File: config.mk
export PLATFORM = sky130hd
export DESIGN_NAME = rtc_bus_seq
export DESIGN_NICKNAME = d
export VERILOG_FILES = /design/src/rtl/rtc_bus_pkg.sv /design/src/rtl/rtc_phase_timer.sv /design/src/rtl/rtc_bus_seq.sv
export SDC_FILE = /design/constraint.sdc
export NUM_CORES = 1
export LEC_CHECK = 0
export BUFFER_PORTS_ARGS = -buffer_cell sky130_fd_sc_hd__buf_2
export CORE_MARGIN = 4
export CORE_UTILIZATION = 43
export DETAILED_ROUTE_END_ITERATION = 8
export MAX_ROUTING_LAYER = met4
export PLACE_DENSITY = 0.68
export SLEW_MARGIN = 5
export SYNTH_ARGS = -nofsm -noshare
export SYNTH_HDL_FRONTEND = slang
export SYNTH_SLANG_ARGS = --single-unit
File: constraint.sdc
create_clock -name clk -period 3 [get_ports clk]
set_input_delay 0 -clock clk [delete_from_list [all_inputs] [get_ports clk]]
set_output_delay 0 -clock clk [all_outputs]
set_load 0.02 [all_outputs]
File: src/rtl/rtc_bus_pkg.sv
// rtl/rtc_bus_pkg.sv - shared types, default timing and RTC register map for rtc_bus_seq
package rtc_bus_pkg;

    localparam int DATA_W_DEF    = 8;
    localparam int T_SETUP_DEF   = 2;
    localparam int T_PULSE_DEF   = 4;
    localparam int T_HOLD_DEF    = 2;
    localparam int T_RECOV_DEF   = 3;
    localparam int BURST_MAX_DEF = 16;

    localparam logic [7:0] REG_SECONDS = 8'h20;
    localparam logic [7:0] REG_MINUTES = 8'h21;
    localparam logic [7:0] REG_HOURS   = 8'h22;
    localparam logic [7:0] REG_DAY     = 8'h23;
    localparam logic [7:0] REG_MONTH   = 8'h24;
    localparam logic [7:0] REG_YEAR    = 8'h25;
    localparam logic [7:0] REG_TIMER   = 8'h26;
    localparam logic [7:0] REG_CONTROL = 8'h27;

    typedef enum logic [3:0] {
        ST_IDLE,
        ST_A_SETUP,
        ST_A_STROBE,
        ST_A_HOLD,
        ST_D_WAIT,
        ST_D_SETUP,
        ST_D_STROBE,
        ST_D_HOLD,
        ST_RECOV
    } rtc_state_e;

    function automatic int max_of(input int a, input int b);
        return (a > b) ? a : b;
    endfunction

endpackage

File: src/rtl/rtc_phase_timer.sv
// rtl/rtc_phase_timer.sv - loadable down-counter flagging the last cycle of a timed phase
module rtc_phase_timer #(
    parameter int W = 4
) (
    input  logic         clk,
    input  logic         rst,
    input  logic         load_i,
    input  logic [W-1:0] load_val_i,
    output logic         last_o
);

    logic [W-1:0] cnt_q;
    logic [W-1:0] cnt_d;

    // Parks at zero in untimed states so last_o cannot fire spuriously.
    always_comb begin
        cnt_d = cnt_q;
        if (load_i) begin
            cnt_d = load_val_i;
        end else if (cnt_q != '0) begin
            cnt_d = cnt_q - W'(1);
        end
    end

    always_ff @(posedge clk or negedge rst) begin
        if (!rst) begin
            cnt_q <= '0;
        end else begin
            cnt_q <= cnt_d;
        end
    end

    assign last_o = (cnt_q == W'(1));

endmodule

File: src/rtl/rtc_bus_seq.sv
// rtl/rtc_bus_seq.sv - multiplexed A/D bus burst sequencer for the RTC chip
// Optional BCD check on read data: RTC_BUS_BCD_CHECK_EN.
module rtc_bus_seq
    import rtc_bus_pkg::*;
#(
    parameter int DATA_W    = DATA_W_DEF,
    parameter int T_SETUP   = T_SETUP_DEF,
    parameter int T_PULSE   = T_PULSE_DEF,
    parameter int T_HOLD    = T_HOLD_DEF,
    parameter int T_RECOV   = T_RECOV_DEF,
    parameter int BURST_MAX = BURST_MAX_DEF
) (
    input  logic                         clk,
    input  logic                         rst,
    input  logic                         req,
    input  logic                         req_we,
    input  logic [DATA_W-1:0]            req_addr,
    input  logic [$clog2(BURST_MAX)-1:0] req_len,
    output logic                         busy,
    output logic                         done,
    input  logic [DATA_W-1:0]            wd_data,
    input  logic                         wd_vld,
    output logic                         wd_rdy,
    output logic [DATA_W-1:0]            rd_data,
    output logic                         rd_vld,
    output logic                         rd_bcd_err,
    output logic                         cs_n,
    output logic                         ad,
    output logic                         wr_n,
    output logic                         rd_n,
    output logic [DATA_W-1:0]            bus_o,
    output logic                         bus_oe,
    input  logic [DATA_W-1:0]            bus_i
);

    localparam int LEN_W = $clog2(BURST_MAX);
    localparam int CNT_W = $clog2(max_of(max_of(T_SETUP, T_PULSE), max_of(T_HOLD, T_RECOV)) + 1);

    rtc_state_e state_q, state_d;

    logic              we_q;
    logic [DATA_W-1:0] addr_q;
    logic [LEN_W-1:0]  rem_q;
    logic [DATA_W-1:0] data_q;
    logic              busy_q;
    logic              done_q;
    logic              rd_vld_q;
    logic [DATA_W-1:0] rd_data_q;

    logic              tmr_load;
    logic [CNT_W-1:0]  tmr_val;
    logic              tmr_last;

    logic accept, last_recov, next_beat, finish, rd_sample, wd_take;
    logic a_phase, d_phase;

    rtc_phase_timer #(.W(CNT_W)) u_timer (
        .clk        (clk),
        .rst        (rst),
        .load_i     (tmr_load),
        .load_val_i (tmr_val),
        .last_o     (tmr_last)
    );

    assign accept     = (state_q == ST_IDLE) && req;
    assign last_recov = (state_q == ST_RECOV) && tmr_last;
    assign next_beat  = last_recov && (rem_q != '0);
    assign finish     = last_recov && (rem_q == '0);
    assign rd_sample  = (state_q == ST_D_STROBE) && tmr_last && !we_q;
    // Write data accepted at the end of A_HOLD when already valid, so an unstalled beat spends no cycle in D_WAIT.
    assign wd_take    = we_q && wd_vld &&
                        (((state_q == ST_A_HOLD) && tmr_last) || (state_q == ST_D_WAIT));

    always_ff @(posedge clk or negedge rst) begin
        if (!rst) begin
            state_q <= ST_IDLE;
        end else begin
            state_q <= state_d;
        end
    end

    always_comb begin
        state_d  = state_q;
        tmr_load = 1'b0;
        tmr_val  = '0;
        unique case (state_q)
            ST_IDLE: begin
                if (req) begin
                    state_d  = ST_A_SETUP;
                    tmr_load = 1'b1;
                    tmr_val  = CNT_W'(T_SETUP);
                end
            end
            ST_A_SETUP: begin
                if (tmr_last) begin
                    state_d  = ST_A_STROBE;
                    tmr_load = 1'b1;
                    tmr_val  = CNT_W'(T_PULSE);
                end
            end
            ST_A_STROBE: begin
                if (tmr_last) begin
                    state_d  = ST_A_HOLD;
                    tmr_load = 1'b1;
                    tmr_val  = CNT_W'(T_HOLD);
                end
            end
            ST_A_HOLD: begin
                if (tmr_last) begin
                    if (!we_q || wd_take) begin
                        state_d  = ST_D_SETUP;
                        tmr_load = 1'b1;
                        tmr_val  = CNT_W'(T_SETUP);
                    end else begin
                        state_d = ST_D_WAIT;
                    end
                end
            end
            ST_D_WAIT: begin
                if (wd_take) begin
                    state_d  = ST_D_SETUP;
                    tmr_load = 1'b1;
                    tmr_val  = CNT_W'(T_SETUP);
                end
            end
            ST_D_SETUP: begin
                if (tmr_last) begin
                    state_d  = ST_D_STROBE;
                    tmr_load = 1'b1;
                    tmr_val  = CNT_W'(T_PULSE);
                end
            end
            ST_D_STROBE: begin
                if (tmr_last) begin
                    state_d  = ST_D_HOLD;
                    tmr_load = 1'b1;
                    tmr_val  = CNT_W'(T_HOLD);
                end
            end
            ST_D_HOLD: begin
                if (tmr_last) begin
                    state_d  = ST_RECOV;
                    tmr_load = 1'b1;
                    tmr_val  = CNT_W'(T_RECOV);
                end
            end
            ST_RECOV: begin
                if (tmr_last) begin
                    if (rem_q != '0) begin
                        state_d  = ST_A_SETUP;
                        tmr_load = 1'b1;
                        tmr_val  = CNT_W'(T_SETUP);
                    end else begin
                        state_d = ST_IDLE;
                    end
                end
            end
            default: begin
                state_d = ST_IDLE;
            end
        endcase
    end

    always_ff @(posedge clk or negedge rst) begin
        if (!rst) begin
            we_q      <= 1'b0;
            addr_q    <= '0;
            rem_q     <= '0;
            data_q    <= '0;
            busy_q    <= 1'b0;
            done_q    <= 1'b0;
            rd_vld_q  <= 1'b0;
            rd_data_q <= '0;
        end else begin
            done_q   <= 1'b0;
            rd_vld_q <= 1'b0;
            if (accept) begin
                we_q   <= req_we;
                addr_q <= req_addr;
                rem_q  <= req_len;
                busy_q <= 1'b1;
            end
            if (next_beat) begin
                addr_q <= addr_q + DATA_W'(1);
                rem_q  <= rem_q - LEN_W'(1);
            end
            if (finish) begin
                done_q <= 1'b1;
                busy_q <= 1'b0;
            end
            if (wd_take) begin
                data_q <= wd_data;
            end
            if (rd_sample) begin
                rd_vld_q  <= 1'b1;
                rd_data_q <= bus_i;
            end
        end
    end

`ifdef RTC_BUS_BCD_CHECK_EN
    function automatic logic bcd_bad(input logic [DATA_W-1:0] v);
        logic r;
        r = 1'b0;
        for (int i = 0; i < DATA_W / 4; i++) begin
            if (v[i*4 +: 4] > 4'd9) begin
                r = 1'b1;
            end
        end
        return r;
    endfunction

    logic bcd_q;

    always_ff @(posedge clk or negedge rst) begin
        if (!rst) begin
            bcd_q <= 1'b0;
        end else if (rd_sample) begin
            bcd_q <= bcd_bad(bus_i);
        end
    end

    assign rd_bcd_err = bcd_q;
`else
    assign rd_bcd_err = 1'b0;
`endif

    // Pin decode is pure Moore so an asynchronous reset releases every strobe at once.
    assign a_phase = (state_q == ST_A_SETUP) || (state_q == ST_A_STROBE) ||
                     (state_q == ST_A_HOLD)  || (state_q == ST_D_WAIT);
    assign d_phase = (state_q == ST_D_SETUP) || (state_q == ST_D_STROBE) ||
                     (state_q == ST_D_HOLD);

    always_comb begin
        cs_n   = 1'b1;
        ad     = 1'b1;
        wr_n   = 1'b1;
        rd_n   = 1'b1;
        bus_oe = 1'b0;
        bus_o  = '0;
        if (a_phase) begin
            cs_n   = 1'b0;
            ad     = 1'b0;
            bus_oe = 1'b1;
            bus_o  = addr_q;
            wr_n   = (state_q != ST_A_STROBE);
        end else if (d_phase) begin
            cs_n = 1'b0;
            if (we_q) begin
                bus_oe = 1'b1;
                bus_o  = data_q;
                wr_n   = (state_q != ST_D_STROBE);
            end else begin
                rd_n = (state_q != ST_D_STROBE);
            end
        end
    end

    assign busy    = busy_q;
    assign done    = done_q;
    assign wd_rdy  = wd_take;
    assign rd_vld  = rd_vld_q;
    assign rd_data = rd_data_q;

endmodule

==> impl_metrics.toml <==
[finish]
antenna_cells = 0
syn_to_final_growth_pct = 32.0
layout_common_cells = "buf_2, dfrtp_1, dlygate4sd3_1, nand2_1"
fin_nets = 331
mostFrequentLayoutCell = "buf_2"
drive_gt1_share_pct = 32.9
final_area_mm2 = 0.00281
fin_util_pct = 59.0

[synthesis]
synth-async-reset-ratio_pct = 100
synth_nets = 246
ys_ff_latch = 39
synth_ff_type = "dfrtp_1"
yosysTopAreaCell = "dfrtp_1"
syn_area_mm2 = 0.00213
avgSynthCellArea_um2 = 10.2
synth-edff-count = 0
synth_area_leaders = "dfrtp_1, mux2_2, nand2_1, ha_1, nor2_1"
yosysUniqueCellTypes = 56
syn-instance-count = 208
seq_area_frac_synth_pct = 45.9
synth_warnings = 0
yosysTopAreaCellShare_pct = 45.9

[global_route]
grt_use_total_pct = 18.0
grt_start_max_net_pins = 40
antenna_found_initial = 0
gr-total-overflow = 0
grt_pass1_vias = 1839
grt_pass1_wl_um = 8600

[sta]
tightestPinTransition_ns = 0.864
period_minus_slack_ns = 2.18
period_share_pct = 72.7
max_freq_mhz = 458
hold_violations = 0
setup_ws_ns = 0.818
setup_tns_ns = 0
setup-violations-final = 0
rsz0062_at_grt = "no"
slew_viol_final = 0
skew_ns = 0.00510
slew_headroom_pct = 42.4

[detailed_routing]
routed-via-count = 1860
routed_via_density = 5.18
antenna_left = 0
wire_per_inst_um = 14.1
finalWirelength_um = 5080
drt_iter0_drc = 103
drt_pass1_iterations = 4
drc_errors = 0

[floorplanning]
die_h_um = 78.3
core_mm2 = 0.00475
ioPinCount = 59
start_util_pct = 44.7
num_rows = 25
die_area_mm2 = 0.00613
die_w_um = 78.3

[critical_path]
critPathKind = "register to register"
timing.critical_path.buf_inv = 1
critical-path-max-stage-delay_ns = 0.42
required_ns = 3.18
arrival_ns = 2.36
path_cells = "inv_1, ha_1, nor2b_1, nand3_1, nand2_1, o211ai_1, a22o_1"
crit_path_max_fanout = 11
end_kind = "register"
start_kind = "register"
cp_slowest_cell = "nand3_1"
crit_family = "simple AND/OR/NAND/NOR gates"

[clocking]
cts-buffers-inserted = 5
cts_resized = 0
cts_num_sinks = 39
cts_tree = "built"
clock-root-buffer = "clkbuf_8"
clk_latency_ns = 0.29
cts_setup_buffers = 0
clockBufferDepth = 2
htreeDepth = 2
ctsHoldBuffers = 28
clk_pin_slew_ns = 0.07

[place]
pre_cts_slack_ns = 0.812
io_buffers = 57
placed_cell_area_mm2 = 0.00245
hpwl_um = 3610
routabilityCongestion = 0.821

[pwr]
total_power_w = 0.00253
power_leakage_nw = 1.35
vdd_drop_max_mv = 0.450
clock_power_share_pct = 12.8
seq_power_share_pct = 38.3
swShare_pct = 42.9
combPwrFrac_pct = 48.9
switchingPower_w = 0.00109
powerDensity_mw_per_mm2 = 902
cell_internal_pwr_w = 0.00144

[run]
drv_cap = 0

[worst_hold_path]
hold_path_class = "input pin to register"

[status]
status = "completed"
## state kept, by name (all words and copies together), names as in the netlist
name           count
addr_q             8
busy               1
data_q             8
done               1
rd_data            8
rd_vld             1
rem_q              4
state_q            4
u_timer.cnt_q      3
we_q               1
## cell usage after synthesis (5+ instances only)
library cell,number
inv_1,11
a22o_1,6
nand2_1,19
nand2b_1,5
ha_1,5
nor2_1,16
mux2_2,16
nand3_1,8
dfrtp_1,39
o21ai_0,9
## path summary, 6_finish.rpt
path                                  startpoint         to  slack [ns]  cells after the start
worst min register to register              busy       busy        0.50                      2
max in group asynchronous                    rst  addr_q[1]        2.09                      2
worst max register to register  u_timer.cnt_q[1]  addr_q[5]        0.82                      7
worst min-delay path                 req_addr[7]  addr_q[7]        0.02                      2
min in group asynchronous                    rst     rd_vld        0.37                      2
worst max-delay path            u_timer.cnt_q[1]  addr_q[5]        0.82                      7
## final cells by class
cell class,instances,area [um^2]
Fill cell,430,1950
Multi-Input combinational cell,149,1050
Sequential cell,39,976
Timing Repair Buffer,86,573
Tap cell,67,83.8
Clock buffer,6,72.6
Inverter,12,45.0
## per-layer routing
metal  vias to the layer above  global-route usage [%]  part of all wire [%]
met5                         -                       -                     0
met4                         0                    6.47                   2.2
met3                        10                    4.47                   5.1
li1                        923                       -                     -
met2                        51                    29.1                    49
met1                       876                    22.1                    44
## worst reg2reg max path, stage by stage, from the launching register on
cell	delay, ns
dfrtp_1	0.38
inv_1	0.09
ha_1	0.19
nor2b_1	0.39
nand3_1	0.42
nand2_1	0.29
o211ai_1	0.12
a22o_1	0.20
## metrics by stage
step	cells	hold WS [ns]
2_1_floorplan	208	-0.296
3_3_place_gp	325	0.173
3_5_place_dp	325	0.176
4_1_cts	359	0.0105
5_1_grt	359	0.0190
6_report	359	0.0231
## power by group through the flow
stage	registers, W	clock network [W]	logic, W
final	0.000969	0.000324	0.00124
after detailed placement	0.000977	0	0.00122
after global routing	0.00101	0.000356	0.00138
after CTS	0.000967	0.000340	0.00125
after global placement	0.000965	0	0.00120
after floorplan	0.000901	0	0.000948
## kinds of logic after synthesis
| kind of cell | synth area share, % |
|---|---|
| and+or+nand+nor | 21.7 |
| AOI/OAI and AO/OA | 15.0 |
| DFF | 45.9 |
| buffers and inverters | 4.47 |
| muxes | 8.95 |
| adders and majority gates | 2.94 |
| xor gates and xnor gates | 0.824 |
| other | 0.176 |
Note: power is estimated with default switching activity, not from simulation.
